File: config.mk
export PLATFORM = sky130hd
export DESIGN_NAME = frame_sequencer_flat
export DESIGN_NICKNAME = d
export VERILOG_FILES = /design/src/rtl/frame_sequencer_if.sv /design/src/rtl/frame_sequencer.sv /design/src/flat_wrapper.sv
export SDC_FILE = /design/constraint.sdc
export NUM_CORES = 1
export LEC_CHECK = 0
export BUFFER_PORTS_ARGS = -buffer_cell sky130_fd_sc_hd__buf_2
export CAP_MARGIN = 30
export CELL_PAD_IN_SITES_DETAIL_PLACEMENT = 1
export CELL_PAD_IN_SITES_GLOBAL_PLACEMENT = 1
export CORE_ASPECT_RATIO = 1.5
export CORE_MARGIN = 3
export CORE_UTILIZATION = 35
export DETAILED_ROUTE_END_ITERATION = 12
export GPL_TIMING_DRIVEN = 0
export PLACE_DENSITY = 0.79
export SLEW_MARGIN = 5
export SYNTH_ARGS = -nofsm -noshare
export SYNTH_HDL_FRONTEND = slang
export SYNTH_SLANG_ARGS = --single-unit
File: constraint.sdc
create_clock -name clk -period 2.6 [get_ports clk]
set_clock_uncertainty 0.1 [all_clocks]
set_input_delay 0.52 -clock clk [delete_from_list [all_inputs] [get_ports clk]]
set_output_delay 0.52 -clock clk [all_outputs]
set_load 0.02 [all_outputs]
File: src/rtl/frame_sequencer_if.sv
// Pixel-source and pipeline-side signal bundle for frame_sequencer.
// Coordinate widths follow the frame geometry, with a minimum of 1 bit.
interface frame_sequencer_if #(
  parameter int unsigned WIDTH      = 32'd297,
  parameter int unsigned HEIGHT     = 32'd1,
  parameter int unsigned PIXEL_SIZE = 24
);
  localparam int XW = (WIDTH  > 1) ? $clog2(WIDTH)  : 1;
  localparam int YW = (HEIGHT > 1) ? $clog2(HEIGHT) : 1;

  logic                  start;
  logic                  src_valid;
  logic [PIXEL_SIZE-1:0] src_data;
  logic                  src_ready;
  logic                  en;
  logic                  hsync;
  logic                  vsync;
  logic [PIXEL_SIZE-1:0] data;
  logic [XW-1:0]         x;
  logic [YW-1:0]         y;
  logic                  busy;
  logic                  done;

  modport master (
    output start, src_valid, src_data,
    input  src_ready, en, hsync, vsync, data, x, y, busy, done
  );

  modport slave (
    input  start, src_valid, src_data,
    output src_ready, en, hsync, vsync, data, x, y, busy, done
  );
endinterface

File: src/rtl/frame_sequencer.sv
// Feeds one raster frame into the pipeline, then LATENCY zero-data flush enables and a done pulse.
// Pixel to pipeline in 1 cycle; src_ready is high only in RUN, so the source stalls otherwise.
module frame_sequencer #(
  parameter int unsigned WIDTH      = 32'd297,
  parameter int unsigned HEIGHT     = 32'd1,
  parameter int unsigned PIXEL_SIZE = 24,
  parameter int unsigned LATENCY    = 4
) (
  input  logic              clk,
  input  logic              reset,
  frame_sequencer_if.slave  bus
);

  localparam int XW = (WIDTH   > 1) ? $clog2(WIDTH)   : 1;
  localparam int YW = (HEIGHT  > 1) ? $clog2(HEIGHT)  : 1;
  localparam int FW = (LATENCY > 1) ? $clog2(LATENCY) : 1;

  localparam logic [XW-1:0] LAST_COL   = XW'(WIDTH - 1);
  localparam logic [YW-1:0] LAST_ROW   = YW'(HEIGHT - 1);
  localparam logic [FW-1:0] LAST_FLUSH = (LATENCY > 0) ? FW'(LATENCY - 1) : '0;

  typedef enum logic [1:0] {
    IDLE  = 2'd0,
    RUN   = 2'd1,
    FLUSH = 2'd2,
    DONE  = 2'd3
  } state_t;

  state_t                state_q;
  logic [XW-1:0]         col_q;
  logic [YW-1:0]         row_q;
  logic [FW-1:0]         flush_q;
  logic                  en_q;
  logic                  hsync_q;
  logic                  vsync_q;
  logic [PIXEL_SIZE-1:0] data_q;
  logic [XW-1:0]         x_q;
  logic [YW-1:0]         y_q;
  logic                  busy_q;
  logic                  done_q;

  always_ff @(posedge clk or negedge reset) begin
    if (!reset) begin
      state_q <= IDLE;
      col_q   <= '0;
      row_q   <= '0;
      flush_q <= '0;
      en_q    <= 1'b0;
      hsync_q <= 1'b0;
      vsync_q <= 1'b0;
      data_q  <= '0;
      x_q     <= '0;
      y_q     <= '0;
      busy_q  <= 1'b0;
      done_q  <= 1'b0;
    end else begin
      // Strobes default low; data/x/y hold so a stalled pipeline sees stable values.
      en_q    <= 1'b0;
      hsync_q <= 1'b0;
      vsync_q <= 1'b0;
      done_q  <= 1'b0;

      case (state_q)
        IDLE: begin
          if (bus.start) begin
            state_q <= RUN;
            col_q   <= '0;
            row_q   <= '0;
            flush_q <= '0;
            busy_q  <= 1'b1;
          end
        end

        RUN: begin
          if (bus.src_valid) begin
            en_q    <= 1'b1;
            data_q  <= bus.src_data;
            x_q     <= col_q;
            y_q     <= row_q;
            hsync_q <= (col_q == '0);
            vsync_q <= (col_q == '0) && (row_q == '0);
            if (col_q == LAST_COL) begin
              col_q <= '0;
              if (row_q == LAST_ROW) begin
                row_q <= '0;
                if (LATENCY == 0) begin
                  state_q <= DONE;
                  busy_q  <= 1'b0;
                end else begin
                  state_q <= FLUSH;
                end
              end else begin
                row_q <= row_q + 1'b1;
              end
            end else begin
              col_q <= col_q + 1'b1;
            end
          end
        end

        FLUSH: begin
          // x/y keep the last pixel's coordinates while zeros drain the pipeline.
          en_q   <= 1'b1;
          data_q <= '0;
          if (flush_q == LAST_FLUSH) begin
            flush_q <= '0;
            state_q <= DONE;
            busy_q  <= 1'b0;
          end else begin
            flush_q <= flush_q + 1'b1;
          end
        end

        DONE: begin
          done_q  <= 1'b1;
          state_q <= IDLE;
        end

        default: state_q <= IDLE;
      endcase
    end
  end

  assign bus.src_ready = (state_q == RUN);
  assign bus.en        = en_q;
  assign bus.hsync     = hsync_q;
  assign bus.vsync     = vsync_q;
  assign bus.data      = data_q;
  assign bus.x         = x_q;
  assign bus.y         = y_q;
  assign bus.busy      = busy_q;
  assign bus.done      = done_q;

endmodule

File: src/flat_wrapper.sv
// flat-port wrapper written by rule: the top's interface ports become plain ports
module frame_sequencer_flat 
#(
  parameter int unsigned WIDTH      = 32'd297,
  parameter int unsigned HEIGHT     = 32'd1,
  parameter int unsigned PIXEL_SIZE = 24,
  parameter int unsigned LATENCY    = 4
)
  (clk, reset, bus_start, bus_src_valid, bus_src_data, bus_src_ready, bus_en, bus_hsync, bus_vsync, bus_data, bus_x, bus_y, bus_busy, bus_done);
  frame_sequencer_if #(.WIDTH(WIDTH), .HEIGHT(HEIGHT), .PIXEL_SIZE(PIXEL_SIZE)) bus_i ();
  input  logic clk;
  input  logic reset;
  input wire logic [$bits(bus_i.start)-1:0] bus_start;
  input wire logic [$bits(bus_i.src_valid)-1:0] bus_src_valid;
  input wire logic [$bits(bus_i.src_data)-1:0] bus_src_data;
  output wire logic [$bits(bus_i.src_ready)-1:0] bus_src_ready;
  output wire logic [$bits(bus_i.en)-1:0] bus_en;
  output wire logic [$bits(bus_i.hsync)-1:0] bus_hsync;
  output wire logic [$bits(bus_i.vsync)-1:0] bus_vsync;
  output wire logic [$bits(bus_i.data)-1:0] bus_data;
  output wire logic [$bits(bus_i.x)-1:0] bus_x;
  output wire logic [$bits(bus_i.y)-1:0] bus_y;
  output wire logic [$bits(bus_i.busy)-1:0] bus_busy;
  output wire logic [$bits(bus_i.done)-1:0] bus_done;
  assign bus_i.start = bus_start;
  assign bus_i.src_valid = bus_src_valid;
  assign bus_i.src_data = bus_src_data;
  assign bus_src_ready = bus_i.src_ready;
  assign bus_en = bus_i.en;
  assign bus_hsync = bus_i.hsync;
  assign bus_vsync = bus_i.vsync;
  assign bus_data = bus_i.data;
  assign bus_x = bus_i.x;
  assign bus_y = bus_i.y;
  assign bus_busy = bus_i.busy;
  assign bus_done = bus_i.done;
  frame_sequencer #(.WIDTH(WIDTH), .HEIGHT(HEIGHT), .PIXEL_SIZE(PIXEL_SIZE), .LATENCY(LATENCY)) u_core (.clk(clk), .reset(reset), .bus(bus_i));
endmodule
==> metrics.md <==
| Metric | Value |
|---|---|
| Share of cells above drive strength 1 | 0.368 |
| Max-slew headroom | 0.658 |
| TritonCTS clock tree | done |
| Effective utilization at floorplan | 0.366 |
| Max Clk Rate | 438 MHz |
| CTS H-tree depth | 2 |
| Synth top area cells | dfrtp_1 58%, a22o_1 10%, ha_1 4.6% |
| CTS Sinks | 50 |
| CP bufs+invs | 2 |
| 1st-iter DRT viols | 52 |
| Status | finished, final reports clean |
| CTS buffer count | 5 |
| Die extent in x | around 70 um |
| DR pass1 iterations | 2 |
| Core area | a little under 0.006 sq mm |
| Vias in the first global route | between 1500 and 2000 |
| Total chip power | 2.92 mW |
| WL/cell | ~16 um |
| Final-report max-slew violation count | 0 |
| Vias | ~1700 |
| CP cell instances | inv_1 -> ha_1 -> nand2_1 -> nor2_1 -> clkbuf_1 -> a22o_1 |
| Seq/Total Area, Yosys | 0.578 |
| Clk_lat worst skew | 300 ps |
| Crit Path Class | flip-flop to flip-flop |
| DRC viols | 0 |
| Worst vdd ir | 0.493 mV |
| Final setup fails | 0 |
| Diodes inserted | 0 |
| Tightest Pin Transition | 512 ps |
| Aggregate routed wire length | approximately 5300 um |
| Setup TNS | 0 ps |
| Final ANT Viol Nets | 0 |
| Global Route Usage Sum | 0.153 |
| Largest net degree at the start of global routing | 36 |
| Post-synth cell types | 38 |
| Post-route clock period utilization | 0.877 |
| Yosys reg bits | 50 |
| Synth area leader | dfrtp_1 |
| Syn Area/Cell | approximately 12 sq um |
| First-pass GRT wire length | ~8700 um |
| Setup Buffers After CTS | 0 |
| Clk buf depth | 2 |
| Mapped cell area | roughly 0.0022 sq mm |
| Final hold violations | 0 |
| CP max stage delay | around 450 ps |
| Pleak | roughly 1.4 nW |
| CP max stage cell | clkbuf_1 |
| Net Count, Synth | around 210 |
| Crit. End Element | flip-flop |
| P&R area growth vs syn | 24.5% |
| Power per cell area | around 1100 mW/mm^2 |
| Startpoint types | flip-flop |
| Die height | 102 um |
| Synth Warn # | 0 |
| Post-route design area | roughly 0.0027 sq mm |
| Clock root buffer | clkbuf_8 |
| Worst EP required | roughly 2700 ps |
| Cell Rows | 34 |
| Max FO, Critical Path | 10 |
| IO buf count | between 60 and 70 |
| Hold_buf cts | 0 |
| Post-cts resize count | 0 |
| Area fraction of the dominant cell type after synthesis | 0.578 |
| Worst-path clk slew | 90 ps |
| Crit path DAT | approximately 2400 ps |
| Ports | 68 |
| Post-DP HPWL | roughly 4100 um |
| Gr ovfl total | 0 |
| Nets | 285 |
| RSZ-0062 raised after global routing | no |
| Mapped Cells | ~180 |
| Initial antenna violation count | 0 |
| Top delay family on crit path | simple AND/OR/NAND/NOR gates |
| Vias per inst | ~5.2 |
| Hold Path Class | primary input to asynchronous set/reset pin |
| Final min period | around 2300 ps |
| Placed cell areas | approximately 0.0026 sq mm |
| Max-capacitance violation count | 0 |
| Final Wtd Congestion | ~0.76 |
| Die footprint | about 0.0072 sq mm |
==> sequential cells by signal, indices dropped and copies added (netlist names) <==
name and cells:
u_core.bus.data 24, u_core.bus.x 9, u_core.col_q 9, u_core.flush_q 2, u_core.state_q 2, u_core.bus.busy 1
u_core.bus.done 1, u_core.bus.en 1, u_core.bus.hsync 1
==> worst register-to-register path: cells and delay by family (launching register included) <==
kind                       cells  cell delay (ps)
DFF                            1              420
buffers and inverters          2              560
adders and majority gates      1              280
AOI/OAI and AO/OA              1              210
and+or+nand+nor                2              650
==> cell usage in the layout, fill, tap and decap left out, types with 2 or more instances in the layout <==
cell / count
mux2_2: 8
nand3_1: 2
ha_1: 8
clkbuf_8: 5
a32oi_1: 2
mux2i_1: 2
dfrtp_1: 50
inv_1: 8
nor4_1: 2
nor2_1: 10
o21ai_0: 10
clkbuf_1: 4
xor2_1: 3
nand4_1: 3
buf_4: 2
a22o_1: 25
xnor2_1: 2
a31oi_1: 2
and4bb_1: 2
nand2_1: 9
buf_2: 68
and3_1: 2
==> path summary, 6_finish.rpt <==
check / start / end / slack [ps] / depth (start not counted)
max: u_core.state_q[1]$_DFFE_PN0P_ / u_core.bus.data[12]$_DFFE_PN0P_ / 320 / 6
min: reset / u_core.flush_q[1]$_DFFE_PN0P_ / 30 / 1
max reg2reg: u_core.state_q[1]$_DFFE_PN0P_ / u_core.bus.data[12]$_DFFE_PN0P_ / 320 / 6
min reg2reg: u_core.bus.x[1]$_DFFE_PN0P_ / u_core.bus.x[1]$_DFFE_PN0P_ / 390 / 2
max in group asynchronous: reset / u_core.col_q[4]$_DFFE_PN0P_ / 1850 / 2
min in group clk: bus_src_data[17] / u_core.bus.data[17]$_DFFE_PN0P_ / 330 / 2
==> cell type report <==
| class | instances | area (sq um) |
|---|---|---|
| fillers | 675 | 3220 |
| clock buffers | 5 | 68.8 |
| flip-flops and latches | 50 | 1250 |
| clock inverters | 3 | 21.3 |
| repair buffers | 67 | 350 |
| plain buffers | 8 | 40.0 |
| multi-input cells | 109 | 843 |
| well taps | 72 | 90.1 |
| inverters | 8 | 30.0 |
==> cells by family (layout without fill, tap and decap cells) <==
family | Yosys count | in the layout | synth area share
other | 1 | 1 | 0.00173
and+or+nand+nor | 38 | 38 | 0.0994
adders and majority gates | 8 | 8 | 0.0462
xor gates and xnor gates | 5 | 5 | 0.0202
buffers and inverters | 16 | 91 | 0.0324
AOI/OAI and AO/OA | 46 | 46 | 0.164
muxes | 11 | 11 | 0.0578
DFF | 50 | 50 | 0.578
==> cell usage after synthesis (all sizes together) <==
cell type   n
a211oi      1
a21boi      2
a21oi       2
a22o       25
a31oi       2
a32oi       2
and2        1
and3        2
and4        1
and4bb      2
buf         4
clkbuf      4
conb        1
dfrtp      50
ha          8
inv         8
mux2        9
mux2i       2
nand2       9
nand2b      1
nand3       3
nand4       3
nor2       10
nor2b       1
nor4        2
nor4b       1
o21a        1
o21ai      10
o31ai       1
or4         2
xnor2       2
xor2        3
==> power breakdown <==
group / internal, mW / switching [mW]
Combinational: 0.507 / 0.812
Clock: 0.189 / 0.263
Sequential: 1.01 / 0.142
Total: 1.71 / 1.22
==> per-layer routing <==
| metal | vias to the layer above | track usage | routed length (um) |
|---|---|---|---|
| li1 | 781 | - | - |
| met4 | 0 | 0.0649 | 92 |
| met3 | 9 | 0.0344 | 237 |
| met1 | 842 | 0.172 | 2100 |
| met2 | 42 | 0.279 | 2850 |
| met5 | - | 0 | 0 |
==> through the flow <==
stage	util	setup WS, ps	cells	hold slack [ps]
floorplan	-	628	175	124
global placement	0.437	358	313	361
detailed placement	0.441	307	314	373
CTS	0.456	276	322	36.2
global route	0.456	111	322	32.2
finish	0.456	319	322	34.4
(Power assumes the default switching activity.)
